===== src/rtl/alu_arbiter.sv =====
// Round-robin sharing of one combinational ALU between two requesters.
// One operation in flight; the result returns on the winning port's response channel.
module alu_arbiter #(
    parameter int WIDTH = 16
) (
    input  logic             clk,
    input  logic             rst,
    input  logic             req_valid0,
    input  logic             req_valid1,
    output logic             req_ready0,
    output logic             req_ready1,
    input  logic [2:0]       op0,
    input  logic [2:0]       op1,
    input  logic [WIDTH-1:0] x0,
    input  logic [WIDTH-1:0] y0,
    input  logic [WIDTH-1:0] x1,
    input  logic [WIDTH-1:0] y1,
    input  logic             cin0,
    input  logic             cin1,
    output logic             rsp_valid0,
    output logic             rsp_valid1,
    input  logic             rsp_ready0,
    input  logic             rsp_ready1,
    output logic [WIDTH-1:0] rsp_data0,
    output logic [WIDTH-1:0] rsp_data1,
    output logic             rsp_cout0,
    output logic             rsp_cout1,
    output logic             rsp_err0,
    output logic             rsp_err1,
    output logic [WIDTH-1:0] alu_x,
    output logic [WIDTH-1:0] alu_y,
    output logic [2:0]       alu_op,
    output logic             alu_cin,
    input  logic [WIDTH-1:0] alu_out,
    input  logic             alu_cout,
    output logic             busy
);
    typedef enum logic [1:0] {IDLE = 2'd0, EXEC = 2'd1, RESP = 2'd2} state_t;

    state_t           state_r;
    logic             last_grant_r;
    logic             port_r;
    logic             illegal_r;
    logic             rsp_valid0_r;
    logic             rsp_valid1_r;
    logic             rsp_cout_r;
    logic             rsp_err_r;
    logic [WIDTH-1:0] rsp_data_r;
    logic [WIDTH-1:0] alu_x_r;
    logic [WIDTH-1:0] alu_y_r;
    logic [2:0]       alu_op_r;
    logic             alu_cin_r;

    logic             win_s;
    logic             grant_ok_s;
    logic             accept_s;
    logic [2:0]       sel_op_s;
    logic [WIDTH-1:0] sel_x_s;
    logic [WIDTH-1:0] sel_y_s;
    logic             sel_cin_s;

    function automatic logic op_legal(input logic [2:0] op);
        case (op)
            3'b000, 3'b001, 3'b010, 3'b110, 3'b111: op_legal = 1'b1;
            default:                                op_legal = 1'b0;
        endcase
    endfunction

    // A lone requester wins; a tie goes to the port that was not granted last
    always_comb begin
        win_s = 1'b0;
        if (req_valid0 && req_valid1) begin
            win_s = ~last_grant_r;
        end else if (req_valid1) begin
            win_s = 1'b1;
        end else begin
            win_s = 1'b0;
        end
    end

    assign grant_ok_s = (state_r == IDLE) && !rst;
    assign req_ready0 = grant_ok_s && req_valid0 && !win_s;
    assign req_ready1 = grant_ok_s && req_valid1 && win_s;
    assign accept_s   = req_ready0 || req_ready1;

    // Winner's request fields, muxed for the operand registers
    always_comb begin
        sel_op_s  = op0;
        sel_x_s   = x0;
        sel_y_s   = y0;
        sel_cin_s = cin0;
        if (win_s) begin
            sel_op_s  = op1;
            sel_x_s   = x1;
            sel_y_s   = y1;
            sel_cin_s = cin1;
        end else begin
            sel_op_s  = op0;
            sel_x_s   = x0;
            sel_y_s   = y0;
            sel_cin_s = cin0;
        end
    end

    // Sequencer: accept, drive the ALU for one cycle, hold the response until taken
    always_ff @(posedge clk) begin
        if (rst) begin
            state_r      <= IDLE;
            last_grant_r <= 1'b1;
            port_r       <= 1'b0;
            illegal_r    <= 1'b0;
            rsp_valid0_r <= 1'b0;
            rsp_valid1_r <= 1'b0;
            rsp_cout_r   <= 1'b0;
            rsp_err_r    <= 1'b0;
            rsp_data_r   <= {WIDTH{1'b0}};
            alu_x_r      <= {WIDTH{1'b0}};
            alu_y_r      <= {WIDTH{1'b0}};
            alu_op_r     <= 3'b000;
            alu_cin_r    <= 1'b0;
        end else begin
            case (state_r)
                IDLE: begin
                    if (accept_s) begin
                        port_r       <= win_s;
                        last_grant_r <= win_s;
                        illegal_r    <= !op_legal(sel_op_s);
                        // Illegal ops leave the shared ALU inputs untouched
                        if (op_legal(sel_op_s)) begin
                            alu_x_r   <= sel_x_s;
                            alu_y_r   <= sel_y_s;
                            alu_op_r  <= sel_op_s;
                            alu_cin_r <= sel_cin_s;
                        end
                        state_r <= EXEC;
                    end
                end
                EXEC: begin
                    if (illegal_r) begin
                        rsp_data_r <= {WIDTH{1'b0}};
                        rsp_cout_r <= 1'b0;
                        rsp_err_r  <= 1'b1;
                    end else begin
                        rsp_data_r <= alu_out;
                        rsp_cout_r <= alu_cout;
                        rsp_err_r  <= 1'b0;
                    end
                    rsp_valid0_r <= !port_r;
                    rsp_valid1_r <= port_r;
                    state_r      <= RESP;
                end
                RESP: begin
                    if ((port_r && rsp_ready1) || (!port_r && rsp_ready0)) begin
                        rsp_valid0_r <= 1'b0;
                        rsp_valid1_r <= 1'b0;
                        state_r      <= IDLE;
                    end
                end
                default: begin
                    state_r <= IDLE;
                end
            endcase
        end
    end

    assign rsp_valid0 = rsp_valid0_r;
    assign rsp_valid1 = rsp_valid1_r;
    assign rsp_data0  = rsp_data_r;
    assign rsp_data1  = rsp_data_r;
    assign rsp_cout0  = rsp_cout_r;
    assign rsp_cout1  = rsp_cout_r;
    assign rsp_err0   = rsp_err_r;
    assign rsp_err1   = rsp_err_r;
    assign alu_x      = alu_x_r;
    assign alu_y      = alu_y_r;
    assign alu_op     = alu_op_r;
    assign alu_cin    = alu_cin_r;
    assign busy       = (state_r != IDLE);
endmodule


===== config.mk =====
export PLATFORM = sky130hd
export DESIGN_NAME = alu_arbiter
export DESIGN_NICKNAME = d
export VERILOG_FILES = /design/src/rtl/alu_arbiter.sv
export SDC_FILE = /design/constraint.sdc
export NUM_CORES = 1
export LEC_CHECK = 0
export BUFFER_PORTS_ARGS = -buffer_cell sky130_fd_sc_hd__buf_4
export CAP_MARGIN = 20
export CORE_UTILIZATION = 48
export DETAILED_ROUTE_END_ITERATION = 8
export PLACE_DENSITY = 0.86
export RECOVER_POWER = 100
export SETUP_SLACK_MARGIN = 0.4
export SYNTH_ARGS = -nofsm -noshare
export SYNTH_HDL_FRONTEND = slang
export SYNTH_SLANG_ARGS = --single-unit
export TNS_END_PERCENT = 10

===== constraint.sdc =====
create_clock -name clk -period 3.1 [get_ports clk]
set_clock_uncertainty 0.05 [all_clocks]
set_input_delay 0.62 -clock clk [delete_from_list [all_inputs] [get_ports clk]]
set_output_delay 0.62 -clock clk [all_outputs]
set_load 0.02 [all_outputs]

## Yosys cells after proc, flatten, opt, wreduce, memory -nomap -nowiden

Cells that the tools add are included.

| storage, ports and cells | value |
|---|---|
| register bits after elaboration | 61 |
| output and inout port bits | 77 |

| cells by class | value |
|---|---|
| eq/ne operators | 8 |
| multiplexer cells | 19 |
| bitwise gates (word level) | 1 |
| reductions and logical operators | 23 |

Operators with widths:

| cell | number |
|---|---|
| 16-bit two-way mux | 3 |
| 1-bit two-way mux | 10 |
| 1-bit logical AND | 8 |
| 3-bit equality test, second input constant | 2 |
| 2-bit case mux with 3 select lines | 1 |
| 2-bit AND reduction | 3 |
| 5-bit OR reduction | 1 |
| 1-bit logical NOT | 4 |
| 2-bit two-way mux | 2 |
| 2-bit != test, second input constant | 2 |
| 1-bit case mux with 2 select lines | 2 |
| 2-bit nonzero test | 2 |
| 3-bit by 1-bit equality test with 1-bit output, second input constant | 1 |
| 3-bit by 2-bit equality test with 1-bit output, second input constant | 1 |
| 3-bit logical NOT | 1 |
| 3-bit two-way mux | 1 |
| 3-bit AND reduction | 1 |
| 2-bit by 1-bit equality test with 1-bit output, second input constant | 1 |
| 2-bit equality test, second input constant | 1 |
| 2-bit logical NOT | 1 |
| 1-bit logical OR | 2 |
| 1-bit NOT | 1 |

## Depth between registers and ports, before layout

| logic depth | value |
|---|---|
| word-level depth | 10 |
| depth in mapped cells | 7 |
| depth with buffers taken out | 4 |

## Worst setup path after synthesis

OpenSTA, ideal clock, no wires.

| path | value |
|---|---|
| path type | input to output |
| start | in req_valid1 |
| end | out req_ready1 |
| arrival | 1.658 ns |
| setup slack | 0.772 ns |
| stages | 4 |
| path buffers | 2 |
| cells stage by stage | a21bo_1 -> buf_4 -> buf_2 -> nor3_1 |

| between the ends | value |
|---|---|
| longest elaborated chain between the ends | 3 |
| elaborated cells between the ends (all ways) | 5 |
| those cells by class | 2 x mux; 3 x reduce/logical |

Ends and longest elaborated chain:

| item | line | text |
|---|---|---|
| from (decl) | 9 | `input logic req_valid1,` |
| 1-bit two-way mux or 1-bit logical AND (tied branches) | 74, 72 |  |
| 1-bit two-way mux | 72 | `if (req_valid0 && req_valid1) begin` |
| 1-bit logical AND (*) | 83 | `assign req_ready1 = grant_ok_s && req_valid1 && win_s;` |
| to (decl) | 11 | `output logic req_ready1,` |

Every way passes the cells marked *; elsewhere a longest branch is shown, timed or not.

## Final worst setup path

| path | value |
|---|---|
| start | in rst |
| end | out req_ready1 |

| between the ends | value |
|---|---|
| longest elaborated chain between the ends | 4 |

Ends and longest elaborated chain:

| item | line | text |
|---|---|---|
| from (decl) | 7 | `input logic rst,` |
| 1-bit logical NOT | 81 | `assign grant_ok_s = (state_r == IDLE) && !rst;` |
| 1-bit logical AND | 81 |  |
| 1-bit logical AND (2 in series) | 83 |  |

No other way between the ends.

==> impl.org <==
** Floorplanning
- The core region is between 6000 and 7000 sq um.
- For this configuration, the core starts out at a cell density of 0.507.
- 172 I/O pins were placed.
- The die is 81.8 um tall.
- The floorplan step set the die width to about 80 um.
- Number of placement rows :: 28
- Die area :: 6690 sq um

** Logic synthesis
- The synthesized design spends more area on one cell type than any other, namely sky130_fd_sc_hd__dfxtp_1.
- Avg Cell Area, Syn :: 9.76 sq um
- The share of synthesized area in the top cell type comes to 0.400.
- By area the synthesized netlist is led by sky130_fd_sc_hd__dfxtp_1, sky130_fd_sc_hd__mux2i_1, sky130_fd_sc_hd__a31o_1, sky130_fd_sc_hd__a2111oi_0, sky130_fd_sc_hd__a2111oi_2.
- Main synth FF type :: sky130_fd_sc_hd__dfxtp_1
- When the netlist entered floorplanning its net count stood at 408.
- In this run, synthesis inferred 0 flip-flops with an integrated enable.
- Counting every instance in the synthesized netlist gives around 310.
- Synthesis inferred 61 register bits.
- Proportion of synthesized flip-flops having asynchronous set or reset :: 0
- The netlist uses 31 different library cells.
- Yosys printed 0 warnings.
- Summing every instance area after synthesis gives slightly above 3000 sq um.
- Of the synthesized area, sequential elements account for 0.400.

** Setup path
- Critical path launch point type :: input pin
- Data arrival time of the critical path :: 2.00 ns
- Traced cell by cell, the critical path runs through clkbuf_1 -> clkbuf_2 -> nor3_1 -> clkbuf_1.
- In this design, the critical path's most frequently occurring cell is sky130_fd_sc_hd__clkbuf_1.
- The slowest stage of the critical path is the sky130_fd_sc_hd__clkbuf_2 cell.
- R2r startpoint :: state_r[1]$_SDFFE_PP0P_
- For this run, the slowest stage of the critical path takes a little under 0.9 ns.
- In this run the worst path has a maximum fanout of 57.
- Tracing the worst setup path back leads to its startpoint at rst.
- Data required, critical path :: 2.43 ns
- Critical path class :: input pin to output pin
- Capturing element type of the critical path :: output pin

** Worst hold path
- The worst hold path begins at rsp_valid1$_SDFFE_PP0P_.
- Worst hold path class :: flop to flop

** CTS
- The cell sitting at the root of the clock tree is a sky130_fd_sc_hd__clkbuf_8.
- The H-tree was split into 3 levels.
- Maximum buffer depth of the clock tree :: 2
- Total number of clock tree sinks :: 61
- CTS clk-pin slew, worst paths :: 0.06 ns
- Once the clock tree was built, the setup fixing pass inserted 0 buffers.
- CTS tree :: done
- Number of buffers added by the clock tree synthesis step :: 9
- The number of hold buffers added after CTS was 0.
- Clock insertion delay at the later pin of the skew report :: 0.33 ns
- Resized Gates After CTS :: 0

** Routing
- The count of nets left with antenna violations once routing finished came out at 0.
- The routed layout has ~3000 vias.
- After detailed routing, the number of remaining DRC violations is 0.
- Routed len/inst :: about 16 um
- Total length of routed wires :: 8.56 mm
- In the routed layout, each cell is associated on average with a via count of 5.72.
- Number of violations reported at the end of detailed-routing iteration 0 :: about 140
- For this run, the detailed router's first-pass iteration total came to 4.

** STA
- RSZ-0062 raised after global routing :: no
- Share of the cycle needed by the critical path after routing :: 0.861
- Setup violations remaining at the end of the flow were counted as 0.
- Fmax :: 375 MHz
- For the pin with the worst max-slew slack, the measured transition is 1.52 ns.
- Total count of max-transition violations in the final report :: 17
- The worst path needs 2.67 ns of the cycle, external delays included.
- Final hold violation count :: 0
- Hold timing on the final database bottoms out at a slack of 0.420 ns.
- Tightest slew margin relative to the limit :: -0.0245
- Worst Setup Slack, final :: 0.432 ns
- Summed over all failing endpoints, the final setup total negative slack is 0 ns.

** Global route
- Met2 Usage GRT :: 0.441
- Total track usage :: 0.259
- After global routing the overflow that remains totals 0.
- Initial antenna violation count :: 0
- Met1 layer usage reported by global route :: 0.289
- Maximum number of pins on one net before global-route repair :: between 50 and 60
- For met3 alone, demand over resource in global routing was 0.0744.
- met2 is the most crowded layer.
- First-pass GRT wire length :: roughly 13 mm
- Vias in the first global route :: 2798

** Layout
- In the final layout, the share of cells above drive strength 1 is 0.265.
- The finished cells cover roughly 4100 sq um.
- Area of all sequential standard cells :: between 1000 and 1500 sq um
- The multi-input combinational cells in the finished layout cover a total of 1510 sq um.
- Number of nets in the final layout :: 547
- The count of cells in the finished layout, fillers not included, comes to between 500 and 600.
- Leading cell type in the layout, fill and taps excluded :: sky130_fd_sc_hd__buf_4
- P&R area growth vs syn :: 32.8%
- Final core utilization :: 0.673
- Fill cell instance count of the final layout :: 559
- Commonest cells after routing, fill and taps aside :: sky130_fd_sc_hd__buf_4, sky130_fd_sc_hd__clkbuf_1, sky130_fd_sc_hd__dfxtp_1
- 0 antenna diodes ended up in the layout.

** Place
- OpenSTA, run right after detailed placement, puts the worst setup slack at around 0.48 ns.
- In this run the tool buffered the top-level ports with 171 buffer cells.
- In this run, placement finished with an instance count of 516.
- Last weighted congestion value of the routability-driven placer :: about 0.71
- In this run the cell area measured after placement is 4230 sq um.
- Half-perimeter wire length of the detailed placement result :: about 6.2 mm

** Power and ir drop
- IR Drop Worst-Case VDD :: 263 uV
- Overall power consumption :: 1.93 mW
- For this design the static power due to leakage is 1.70 nW.
- Cell Pwr Density :: roughly 480 nW/um^2

** Job
- Number of max-cap violations :: 1

** Run status
- Violated checks :: max-capacitance violations, max-slew violations
- Outcome :: complete, but fails checks
synth_stat cells, types with 3 or more instances:
library cell / n
sky130_fd_sc_hd__nor2b_1: 3
sky130_fd_sc_hd__buf_4: 19
sky130_fd_sc_hd__a21oi_1: 21
sky130_fd_sc_hd__nor2_1: 3
sky130_fd_sc_hd__or3_1: 3
sky130_fd_sc_hd__a2111oi_0: 24
sky130_fd_sc_hd__nand2_1: 23
sky130_fd_sc_hd__a2111oi_2: 10
sky130_fd_sc_hd__buf_2: 13
sky130_fd_sc_hd__nand3b_1: 18
sky130_fd_sc_hd__inv_1: 5
sky130_fd_sc_hd__mux2i_1: 35
sky130_fd_sc_hd__clkbuf_1: 19
sky130_fd_sc_hd__a31o_1: 35
sky130_fd_sc_hd__dfxtp_1: 61
critical path: cells and delay by family:
kind | cells | cell delay, ns
buf+inv | 3 | 1.20
simple gates | 1 | 0.15
logic make-up after synthesis:
family / count (synthesis) / share of synthesized area
compound gates: 101 / 0.280
buf+inv: 57 / 0.0987
flops: 61 / 0.400
mux: 35 / 0.115
simple gates: 59 / 0.107
flip-flops by register name (all words and copies together) (netlist names), 2 cells and up:
| register | count |
|---|---|
| alu_x | 16 |
| alu_y | 16 |
| alu_op | 3 |
| state_r | 2 |
| rsp_data0 | 16 |
final cells by class:
class / count / share of cell area
well taps: 75 / 0.0231
flip-flops and latches: 61 / 0.301
clock inverters: 2 / 0.00247
multi-input cells: 195 / 0.373
repair buffers: 180 / 0.259
clock buffers: 13 / 0.0367
inverters: 5 / 0.00463
power by group:
part	switching (mW)	leakage, nW	internal [mW]
Clock	0.288	0.0833	0.306
Sequential	0.0382	0.497	0.836
Combinational	0.272	1.12	0.192
layer usage:
metal / part of all wire / vias to the layer above / routed length (um)
met3: 0.089 / 20 / 762
met2: 0.49 / 140 / 4190
li1: - / 1454 / -
met4: 0.028 / 0 / 236
met5: 0 / - / 0
met1: 0.39 / 1424 / 3370
final timing paths:
kind / cells past startpoint / to / slack [ns]
min reg2reg: 2 / rsp_valid1$_SDFFE_PP0P_ / 0.42
max: 4 / req_ready1 / 0.43
max reg2reg: 5 / alu_x[9]$_SDFFE_PP0P_ / 0.69
min: 2 / rsp_valid1$_SDFFE_PP0P_ / 0.42
Power figures use the tool's default switching activity.
